===== config.mk =====
export PLATFORM = sky130hd
export DESIGN_NAME = mux_2_1_arbiter
export DESIGN_NICKNAME = d
export VERILOG_FILES = /design/src/rtl/mux_arb_pkg.sv /design/src/rtl/mux_2_1.sv /design/src/rtl/mux_2_1_arbiter.sv
export SDC_FILE = /design/constraint.sdc
export NUM_CORES = 1
export LEC_CHECK = 0
export ABC_AREA = 0
export BUFFER_PORTS_ARGS = -buffer_cell sky130_fd_sc_hd__buf_2
export CORE_MARGIN = 2
export CORE_UTILIZATION = 43
export DETAILED_ROUTE_END_ITERATION = 12
export GPL_TIMING_DRIVEN = 1
export PLACE_DENSITY = 0.75
export SLEW_MARGIN = 20
export SYNTH_ARGS = -nofsm -noshare
export SYNTH_HDL_FRONTEND = slang
export SYNTH_SLANG_ARGS = --single-unit

===== constraint.sdc =====
create_clock -name clk -period 1.55 [get_ports clk]
set_input_delay 0 -clock clk [delete_from_list [all_inputs] [get_ports clk]]
set_output_delay 0 -clock clk [all_outputs]
set_load 0.05 [all_outputs]

===== src/rtl/mux_arb_pkg.sv =====
// rtl/mux_arb_pkg.sv - state encoding and helpers shared by the two-requester arbiter
package mux_arb_pkg;

   typedef logic [1:0] state_t;

   localparam state_t IDLE = 2'd0;
   localparam state_t OWN0 = 2'd1;
   localparam state_t OWN1 = 2'd2;

   localparam int CNT_W = 8;

   // Ownership state for requester n
   function automatic state_t own_state(input logic n);
      return n ? OWN1 : OWN0;
   endfunction

endpackage


===== src/rtl/mux_2_1.sv =====
// rtl/mux_2_1.sv - single-bit 2:1 select slice
module mux_2_1 (
   output logic       Y,
   input  logic [1:0] I,
   input  logic       S
);

   assign Y = S ? I[1] : I[0];

endmodule


===== src/rtl/mux_2_1_arbiter.sv =====
// rtl/mux_2_1_arbiter.sv - round-robin owner FSM driving a shared 2:1 select path into a valid/ready output register
module mux_2_1_arbiter
   import mux_arb_pkg::*;
#(
   parameter int WIDTH    = 8,
   parameter int HOLD_MAX = 4
) (
   input  logic             clk,
   input  logic             rst,
   input  logic [1:0]       req,
   input  logic [WIDTH-1:0] din0,
   input  logic [WIDTH-1:0] din1,
   output logic [1:0]       gnt,
   output logic             sel,
   output logic [WIDTH-1:0] dout,
   output logic             dout_valid,
   input  logic             dout_ready
);

   // Beat count at which a waiting requester takes over on the next grant
   localparam logic [CNT_W-1:0] HOLD_LIM = CNT_W'(HOLD_MAX - 1);

   state_t           state;
   state_t           state_next;
   logic             last;
   logic [CNT_W-1:0] cnt;
   logic             accept;
   logic [WIDTH-1:0] mux_y;

   // One bit-slice per data bit; every slice shares the registered select
   for (genvar i = 0; i < WIDTH; i++) begin : g_slice
      mux_2_1 u_mux (
         .Y (mux_y[i]),
         .I ({din1[i], din0[i]}),
         .S (sel)
      );
   end

   // State register
   always_ff @(posedge clk) begin
      if (rst) state <= IDLE;
      else     state <= state_next;
   end

   // Next-state: req drops move ownership at once, fairness switch only on a granted beat
   always_comb begin
      state_next = state;
      case (state)
         IDLE: begin
            case (req)
               2'b11:   state_next = own_state(!last);
               2'b01:   state_next = OWN0;
               2'b10:   state_next = OWN1;
               default: state_next = IDLE;
            endcase
         end
         OWN0: begin
            if (!req[0])                                    state_next = req[1] ? OWN1 : IDLE;
            else if (gnt[0] && req[1] && (cnt >= HOLD_LIM)) state_next = OWN1;
         end
         OWN1: begin
            if (!req[1])                                    state_next = req[0] ? OWN0 : IDLE;
            else if (gnt[1] && req[0] && (cnt >= HOLD_LIM)) state_next = OWN0;
         end
         default: state_next = IDLE;
      endcase
   end

   // Outputs: select follows the owner, grants only when the output register can take a beat
   always_comb begin
      accept = !dout_valid || dout_ready;
      sel    = (state == OWN1);
      gnt    = 2'b00;
      if (!rst) begin
         gnt[0] = (state == OWN0) && req[0] && accept;
         gnt[1] = (state == OWN1) && req[1] && accept;
      end
   end

   // Last owner and consecutive-beat counter; counter parks at the limit while nobody waits
   always_ff @(posedge clk) begin
      if (rst) begin
         last <= 1'b1;
         cnt  <= '0;
      end else begin
         if (state_next != state) begin
            cnt <= '0;
            if (state_next != IDLE) last <= (state_next == OWN1);
         end else if ((|gnt) && (cnt < HOLD_LIM)) begin
            cnt <= cnt + 1'b1;
         end
      end
   end

   // Output register: capture on grant, release when the sink takes the beat
   always_ff @(posedge clk) begin
      if (rst) begin
         dout       <= '0;
         dout_valid <= 1'b0;
      end else if (|gnt) begin
         dout       <= mux_y;
         dout_valid <= 1'b1;
      end else if (dout_ready) begin
         dout_valid <= 1'b0;
      end
   end

endmodule


=== Word-level counts from Yosys, hierarchy flattened ===
Cells that the tools add are included.

* Multiplexer cells: 20
* Magnitude comparators: 2
* Add/subtract/negate cells: 1
* Reductions and logical operators: 17
* Equal/unequal tests: 7

{| class="wikitable"
|+ Operators by type and width
! kind !! count
|-
| $mux W2 || 7
|-
| $pmux W2 S3 || 2
|-
| $mux W1 || 11
|-
| $logic_and A1 B1 Y1 || 9
|-
| $add A8 B1 Y8 const B || 1
|-
| $eq A2 B2 Y1 const B || 4
|-
| $ge A8 B2 Y1 const B || 1
|-
| $lt A8 B2 Y1 const B || 1
|-
| $eq A2 B1 Y1 const B || 2
|-
| $reduce_bool A2 Y1 || 2
|-
| $reduce_or A2 Y1 || 2
|-
| $logic_not A2 Y1 || 1
|-
| $ne A2 B2 Y1 || 1
|-
| $reduce_and A2 Y1 || 1
|-
| $logic_not A1 Y1 || 1
|-
| $logic_or A1 B1 Y1 || 1
|}

* Register bits: 20
* Word-level logic and storage cells: 52

=== Longest topological paths before layout ===
Gate-level depths: netlist of run 1.

* Depth in word-level cells: 11
* Depth in mapped cells: 6
* Depth with buffers taken out: 5

=== Cells and area by module ===
A second synthesis of run 1 with hierarchy kept.

* Cells, all modules: 105
* Area total of the unflattened synthesis: 1041.0 um2

{| class="wikitable"
|+ Modules (own cells, without submodules)
! module !! cells each !! instances !! seq. area each (um2) !! area each (um2)
|-
| mux_2_1_arbiter || 97 || 1 || 400.4 || 920.9
|-
| mux_2_1 || 1 || 8 || 0.0 || 15.0
|}

=== Least setup slack after synthesis of run 1 ===
No wires, ideal clock.

* Path type: register to output
* Start point: register dout_valid
* End point: output gnt[1]
* Setup slack: -0.335 ns
* Data required time: 1.550 ns
* Path buffers: 0
* Stages on the path, launching flop included: 3
* Arrival time: 1.885 ns
* Cells stage by stage: dfxtp_1 -> and2b_1 -> nor3_1

* Longest elaborated chain between the ends: 4

{| class="wikitable"
|+ Ends and longest elaborated chain
! what !! RTL line !! text
|-
| from (decl) || mux_2_1_arbiter.sv:16 || <nowiki>output logic dout_valid,</nowiki>
|-
| from (signal assigned) || mux_2_1_arbiter.sv:99 || <nowiki>dout_valid <= 1'b0;</nowiki>
|-
| from (signal assigned) || mux_2_1_arbiter.sv:102 || <nowiki>dout_valid <= 1'b1;</nowiki>
|-
| from (signal assigned) || mux_2_1_arbiter.sv:104 || <nowiki>dout_valid <= 1'b0;</nowiki>
|-
| $logic_not A1 Y1 || mux_2_1_arbiter.sv:71 || <nowiki>accept = !dout_valid || dout_ready;</nowiki>
|-
| $logic_or A1 B1 Y1 || mux_2_1_arbiter.sv:71 ||
|-
| $logic_and A1 B1 Y1 || mux_2_1_arbiter.sv:76 || <nowiki>gnt[1] = (state == OWN1) && req[1] && accept;</nowiki>
|-
| $mux W2 || mux_2_1_arbiter.sv:74 || <nowiki>if (!rst) begin</nowiki>
|-
| to (decl) || mux_2_1_arbiter.sv:13 || <nowiki>output logic [1:0] gnt,</nowiki>
|}

No other way between the ends.

=== Final worst setup path of run 1 ===
* Start point: register cnt[0]
* End point: register cnt[0]

* Longest elaborated chain between the ends: 7
* Elaborated cells on any way between the ends: 13
* Classes of those cells: add/sub: 1; order compare: 2; eq/ne: 1; mux: 5; reduce/logical: 4

{| class="wikitable"
|+ Ends and longest elaborated chain
! what !! RTL line !! text
|-
| from (decl) || mux_2_1_arbiter.sv:26 || <nowiki>logic [CNT_W-1:0] cnt;</nowiki>
|-
| from (signal assigned) || mux_2_1_arbiter.sv:90 || <nowiki>cnt <= cnt + 1'b1;</nowiki>
|-
| $ge A8 B2 Y1 || mux_2_1_arbiter.sv:59, mux_2_1_arbiter.sv:63 ||
|-
| $logic_and A1 B1 Y1, on equally long branches || mux_2_1_arbiter.sv:63, mux_2_1_arbiter.sv:59 ||
|-
| $mux W2, on equally long branches || mux_2_1_arbiter.sv:63, mux_2_1_arbiter.sv:59 ||
|-
| $mux W2, on equally long branches || mux_2_1_arbiter.sv:62, mux_2_1_arbiter.sv:58 ||
|-
| $pmux W2 S3 || mux_2_1_arbiter.sv:48 || <nowiki>case (state)</nowiki>
|-
| $ne A2 B2 Y1 || mux_2_1_arbiter.sv:86 || <nowiki>if (state_next != state) begin</nowiki>
|-
| $reduce_or A2 Y1 (no line) || -- ||
|}

Parallel ways exist; a longest one is shown, timed or not.
A chain may end at the register's enable or synchronous reset.

==> results.json, run 1 <==
{
  "grt_overflow_total": 0,
  "slew_headroom_pct": 71.5,
  "ctsLongestPathBuffers": 2,
  "clock_sinks": 20,
  "die_h_um": 51.7,
  "ys_seq_area_share_pct": 41.0,
  "hp-class": "in2reg",
  "p_leak_uw": 0.000641,
  "worstReg2RegEnd": "cnt[0]$_SDFFE_PP0P_",
  "cts_made_buffers": 3,
  "fin_nets": 180,
  "timing.critical_path.to": "cnt[0]$_SDFFE_PP0P_",
  "setup_tns_ns": 0,
  "drv_cap": 0,
  "final-hold-violation-count": 0,
  "regArea_um2": 405,
  "final_common_cell": "buf_2",
  "multi_input_area_um2": 574,
  "h-tree-depth": 1,
  "fin_util_pct": 66.8,
  "grt_pass1_wl_um": 4560,
  "crit_path_max_fanout": 8,
  "start_util_pct": 45.0,
  "ys.warnings.count": 0,
  "first_pass_iters": 4,
  "rrSetupSlack_ns": 0.02,
  "finalClockSkew_ns": 0.00121,
  "powerDensity_mw_per_mm2": 862,
  "dieArea_mm2": 0.00267,
  "cp_slowest_cell": "a211o_2",
  "arrival_ns": 1.76,
  "ir_drop_uv": 598,
  "synth_area_per_cell_um2": 9.31,
  "routedWlPerCell_um": 14.6,
  "tritoncts": "yes",
  "grt_setup_unrepaired": "yes",
  "finalCritPeriodShare_pct": 98.6,
  "power_uw": 1250,
  "finalSetupViolations": 0,
  "drive_gt1_share_pct": 40.1,
  "cts.clk_slew.worst_paths_ns": 0.12,
  "pre_cts_ws_ns": -0.0590,
  "grt_max_degree": 21,
  "root_buffer": "clkbuf_4",
  "place_congestion": 0.802,
  "maxSlewViolCount": 0,
  "fin_ws_ns": 0.0215,
  "grtUsageTotal_pct": 23.5,
  "dp_hpwl_um": 1580,
  "min_period_ns": 1.53,
  "drc_errors": 0,
  "core-area_mm2": 0.00217,
  "yosysUniqueCellTypes": 33,
  "crit_path_start_kind": "register",
  "routed_via_density": 5.37,
  "worst_pin_slew_ns": 0.428,
  "routed_wl_um": 2700,
  "port_buffers": 32,
  "critPathLaunch": "cnt[0]$_SDFFE_PP0P_",
  "row_count": 17,
  "whs_ns": 0.0720,
  "areaGrowthSynthToFinish_pct": 48.3,
  "die_x_um": 51.7,
  "grt_pass1_vias": 988,
  "antenna_found_initial": 0,
  "critPathKind": "reg2reg",
  "final_cell_mix": "31 x buf_2, 18 x nand2_1, 16 x dfxtp_1, 16 x dlygate4sd3_1, 11 x nor2_1",
  "reg2reg_from": "cnt[0]$_SDFFE_PP0P_",
  "ys_ff_latch": 20,
  "route.vias.total": 994,
  "r2r_cells": 5,
  "worstSetupEndpointType": "register",
  "ios": 33,
  "max_stage_delay_ns": 0.40,
  "cp.required_ns": 1.78,
  "synthCells": 105,
  "fmax_mhz": 654,
  "path_cells": "ha_4 > nor4_4 > a211oi_2 > a211o_2 > a22oi_2",
  "outcome": "completed",
  "antenna_cells": 0,
  "clk_latency_ns": 0.30,
  "netlist_area_um2": 977,
  "drtIter0Drc": 10,
  "num-fill-cells": 178,
  "syn-num-nets": 127,
  "ant_nets": 0
}
worst min path at each step:
stage,cells past startpoint,endpoint,from,slack (ns)
3_5_place_dp,3,dout[3]$_SDFFE_PP0P_,din1[3],0.28
4_1_cts,3,state[0]$_SDFF_PP0_,req[1],0.07
3_3_place_gp,3,dout[1]$_SDFFE_PP0P_,din1[1],0.26
5_1_grt,3,state[0]$_SDFF_PP0_,req[1],0.1
6_report,3,state[0]$_SDFF_PP0_,req[1],0.07
2_1_floorplan,2,dout[0]$_SDFFE_PP0P_,din1[0],0.16
layout make-up:
cell class | instances | area share (%)
Clock inverter | 1 | 2.07
Inverter | 2 | 0.604
Timing Repair Buffer | 53 | 25.7
Clock buffer | 3 | 1.55
Sequential cell | 20 | 28.0
Tap cell | 28 | 2.42
Multi-Input combinational cell | 78 | 39.6
where the power goes:
part           leakage (uW)  switching (uW)  internal, uW
registers          0.000164            17.8           535
logic              0.000449             156           111
clock network     0.0000279             168           261
total              0.000641             341           908
layer usage:
layer	wire length [um]	GRT usage [%]	vias up
met3	90	4.31	4
met5	0	0	-
met2	1460	43.4	22
met4	29	9.21	0
met1	1120	26.4	480
li1	-	-	488
through the flow:
step | std cells | instance area, um2
floorplan | 105 | 991
global placement | 164 | 1200
detailed placement | 164 | 1200
CTS | 185 | 1430
global route | 185 | 1450
finish | 185 | 1450
cells in the mapped netlist (all sizes together):
cell type / count / area, um2
a211o: 2 / 20.0
a211oi: 2 / 32.5
a21boi: 6 / 45.0
a21o: 4 / 31.3
a21oi: 2 / 10.0
a22oi: 2 / 15.0
a311oi: 8 / 70.1
a31o: 1 / 8.76
a32oi: 2 / 17.5
and2b: 3 / 23.8
buf: 3 / 23.8
clkbuf: 2 / 7.51
clkinv: 1 / 3.75
dfxtp: 20 / 400
ha: 1 / 12.5
inv: 1 / 3.75
nand2: 18 / 67.6
nand3b: 2 / 40.0
nand4: 1 / 6.26
nor2: 11 / 41.3
nor3: 3 / 15.0
nor4: 1 / 21.3
o21ai: 4 / 20.0
o31a: 1 / 8.76
or2b: 1 / 8.76
or3: 1 / 6.26
or4: 1 / 7.51
xor2: 1 / 8.76
timing repair:
| action | in CTS | in global routing |
|---|---|---|
| endpoints found under the hold margin | 8 | 0 |
| setup endpoints to repair | 6 | 12 |
| gates resized for setup | 6 | 2 |
| buffers inserted | 1 | 0 |
| pin swaps | 1 | 1 |
| hold buffers | 16 | 0 |
flip-flops by register name, summed over array words and instances (netlist names):
register and count:
cnt 8, dout_valid 1, last 1, state 2, dout 8
kinds of logic after synthesis:
family | share of synthesized area [%]
and+or+nand+nor | 24.3
xor gates and xnor gates | 0.896
adders and majority gates | 1.28
buffers and inverters | 3.97
DFF | 41.0
AOI/OAI and AO/OA | 28.6
worst max-delay path: cells and delay by family (launching register included):
family | cells | cell delay, ns
adders and majority gates | 1 | 0.16
and+or+nand+nor | 1 | 0.19
AOI/OAI and AO/OA | 3 | 0.75
DFF | 1 | 0.36
No activity file was read; power rests on OpenSTA's default activity.
==> run 2: changes to the inputs <==
Settings changed: ABC_AREA 0 to 1, CORE_MARGIN 2 to 5, GPL_TIMING_DRIVEN 1 to 0.
==> run 2 against run 1 <==
Area after synthesis down 4.0%. Synthesized cell count up 17%. Clock-buffer cell count increased by 1. Sequential power up 4.3%. Largest cell class unchanged.
==> results.json, run 2 <==
{
  "final-hold-violation-count": 0,
  "grt_pass1_vias": 1047,
  "synth.largest_area_cell": "dfxtp_1",
  "routedWlPerCell_um": 14.6,
  "powerDensity_mw_per_mm2": 875,
  "hp-class": "in2reg",
  "crit_path_start_kind": "register",
  "tritoncts": "yes",
  "fmax_mhz": 654,
  "crit_path_max_fanout": 8,
  "grt_busiest_layer": "met2",
  "syn-num-nets": 145,
  "finalSetupViolations": 0,
  "clock_sinks": 20,
  "synth_common_cells": "28 x nand2_1, 20 x dfxtp_1, 15 x inv_1, 15 x nor2_1, 9 x o21ai_0",
  "ys_ff_latch": 20,
  "synth_most_common_cell": "nand2_1",
  "drv_cap": 0,
  "dp_hpwl_um": 1700,
  "dieArea_mm2": 0.00322,
  "finalClockSkew_ns": 0.00418,
  "netlist_area_um2": 938,
  "fin_cells": 212,
  "critPathLaunch": "cnt[0]$_SDFFE_PP0P_",
  "areaGrowthSynthToFinish_pct": 61.1,
  "min_period_ns": 1.53,
  "timing.critical_path.to": "cnt[7]$_SDFFE_PP0P_",
  "die_x_um": 56.7,
  "grt_pass1_wl_um": 4560,
  "route.vias.total": 1091,
  "yosysUniqueCellTypes": 26,
  "worstReg2RegEnd": "cnt[7]$_SDFFE_PP0P_",
  "synth_ff_type": "dfxtp_1",
  "arrival_ns": 1.77,
  "setup_tns_ns": 0,
  "outcome": "completed",
  "cts.clk_slew.worst_paths_ns": 0.11,
  "reg_top3": "cnt (8), dout (8), state (2)",
  "core-area_mm2": 0.00215,
  "globalRouteMet1Util_pct": 18.7,
  "finalCritPeriodShare_pct": 98.6,
  "synth_edf_count": 0,
  "synth_area_per_cell_um2": 7.63,
  "critPathKind": "reg2reg",
  "r2r_cells": 10,
  "ctsLongestPathBuffers": 2,
  "ios": 33,
  "clk_latency_ns": 0.30,
  "synthCells": 123,
  "reg2reg_from": "cnt[0]$_SDFFE_PP0P_",
  "grt_overflow_total": 0,
  "ys_seq_area_share_pct": 42.7,
  "use_met2_pct": 33.2,
  "antenna_found_initial": 1,
  "cts_made_buffers": 3,
  "drc_errors": 0,
  "drive_gt1_share_pct": 43.7,
  "grt_max_degree": 12,
  "die_h_um": 56.7,
  "maxSlewViolCount": 0,
  "min_path_cells": 3,
  "h-tree-depth": 1,
  "use_met3_pct": 3.22,
  "yosys-top-cells-area": "dfxtp_1 43%, nand2_1 11%, inv_1 6.0%",
  "root_buffer": "clkbuf_4",
  "drtIter0Drc": 23,
  "routed_via_density": 5.15,
  "cp.required_ns": 1.79,
  "ys.warnings.count": 0,
  "worstSetupEndpointType": "register",
  "fin_nets": 206,
  "final_common_cell": "buf_2",
  "start_util_pct": 43.7,
  "rrSetupSlack_ns": 0.02,
  "grt_setup_unrepaired": "yes",
  "routed_wl_um": 3090,
  "dp_cells": 183,
  "final_cell_mix": "32 x buf_2, 21 x nand2_1, 18 x dlygate4sd3_1",
  "port_buffers": 32,
  "slew_headroom_pct": 73.3,
  "first_pass_iters": 5,
  "place_congestion": 0.841,
  "ant_nets": 0,
  "grtUsageTotal_pct": 18.1,
  "worst_pin_slew_ns": 0.398,
  "p_leak_uw": 0.000695,
  "async_flop_share_pct": 0,
  "row_count": 17,
  "ir_drop_uv": 609,
  "netlist.area_leader.share_pct": 42.7
}
## run 2: kinds of logic after synthesis
kind of cell,count (synthesis),share of synthesized area (%)
xor gates and xnor gates,1,0.934
DFF,20,42.7
adders and majority gates,1,1.33
buffers and inverters,19,7.73
and+or+nand+nor,58,30.5
AOI/OAI and AO/OA,23,15.6
muxes,1,1.20
## run 2: through the flow
step                      setup slack [ns]  util [%]  cell area [um2]  hold slack [ns]  total power [uW]
after floorplan                    -0.0569         -              966           0.0597               838
after global placement              0.0518      54.0             1160            0.236               917
after detailed placement           -0.0372      54.0             1160            0.240               929
after CTS                          0.00309      64.6             1390           0.0123              1270
after global routing               -0.0784      70.4             1510           0.0516              1390
final                               0.0219      70.4             1510           0.0306              1320
## run 2: how the worst min path moves through the flow
stage	startpoint	endpoint	slack, ns
6_report	rst	last$_SDFFE_PP1P_	0.03
5_1_grt	rst	last$_SDFFE_PP1P_	0.05
4_1_cts	rst	last$_SDFFE_PP1P_	0.01
3_5_place_dp	rst	dout_valid$_SDFFE_PP0P_	0.24
3_3_place_gp	rst	dout_valid$_SDFFE_PP0P_	0.24
2_1_floorplan	rst	dout_valid$_SDFFE_PP0P_	0.06
## run 2: area by class of cell
class	count	area, um2
Tap cell	28	35.0
Inverter	18	71.3
Antenna cell	1	2.50
Sequential cell	20	413
Multi-Input combinational cell	84	561
Timing Repair Buffer	56	385
Buffer	1	7.51
Clock buffer	4	36.3
Fill cell	179	637
## run 2: report_power, final
group / switching [uW] / total, uW / internal [uW]
registers: 28.7 / 577 / 549
logic: 282 / 442 / 160
clock network: 160 / 303 / 143
total: 470 / 1320 / 852
## run 2: timing repair
| action | 4_1_cts | 5_1_grt |
|---|---|---|
| pin swaps | 3 | 12 |
| hold buffers | 18 | 0 |
| setup buffers | 0 | 6 |
| hold endpoints to repair | 11 | 0 |
| endpoints found under the setup margin | 9 | 11 |
| gates resized for setup | 6 | 23 |
## run 2: metal layers
layer  up-vias  share of wire (%)
li1        525                  -
met1       510                 36
met2        44                 56
met3        12                4.3
met4         0                4.0
met5         -                  0
## run 2: critical path, cell delays in order (launching register included)
cell	delay (ns)
dfxtp_2	0.35
ha_2	0.19
nor2_4	0.11
nand2_2	0.09
nand3_2	0.09
nand2_1	0.06
nand2_1	0.13
nand2_2	0.07
nand2_2	0.09
nand4_4	0.16
nor2_2	0.14
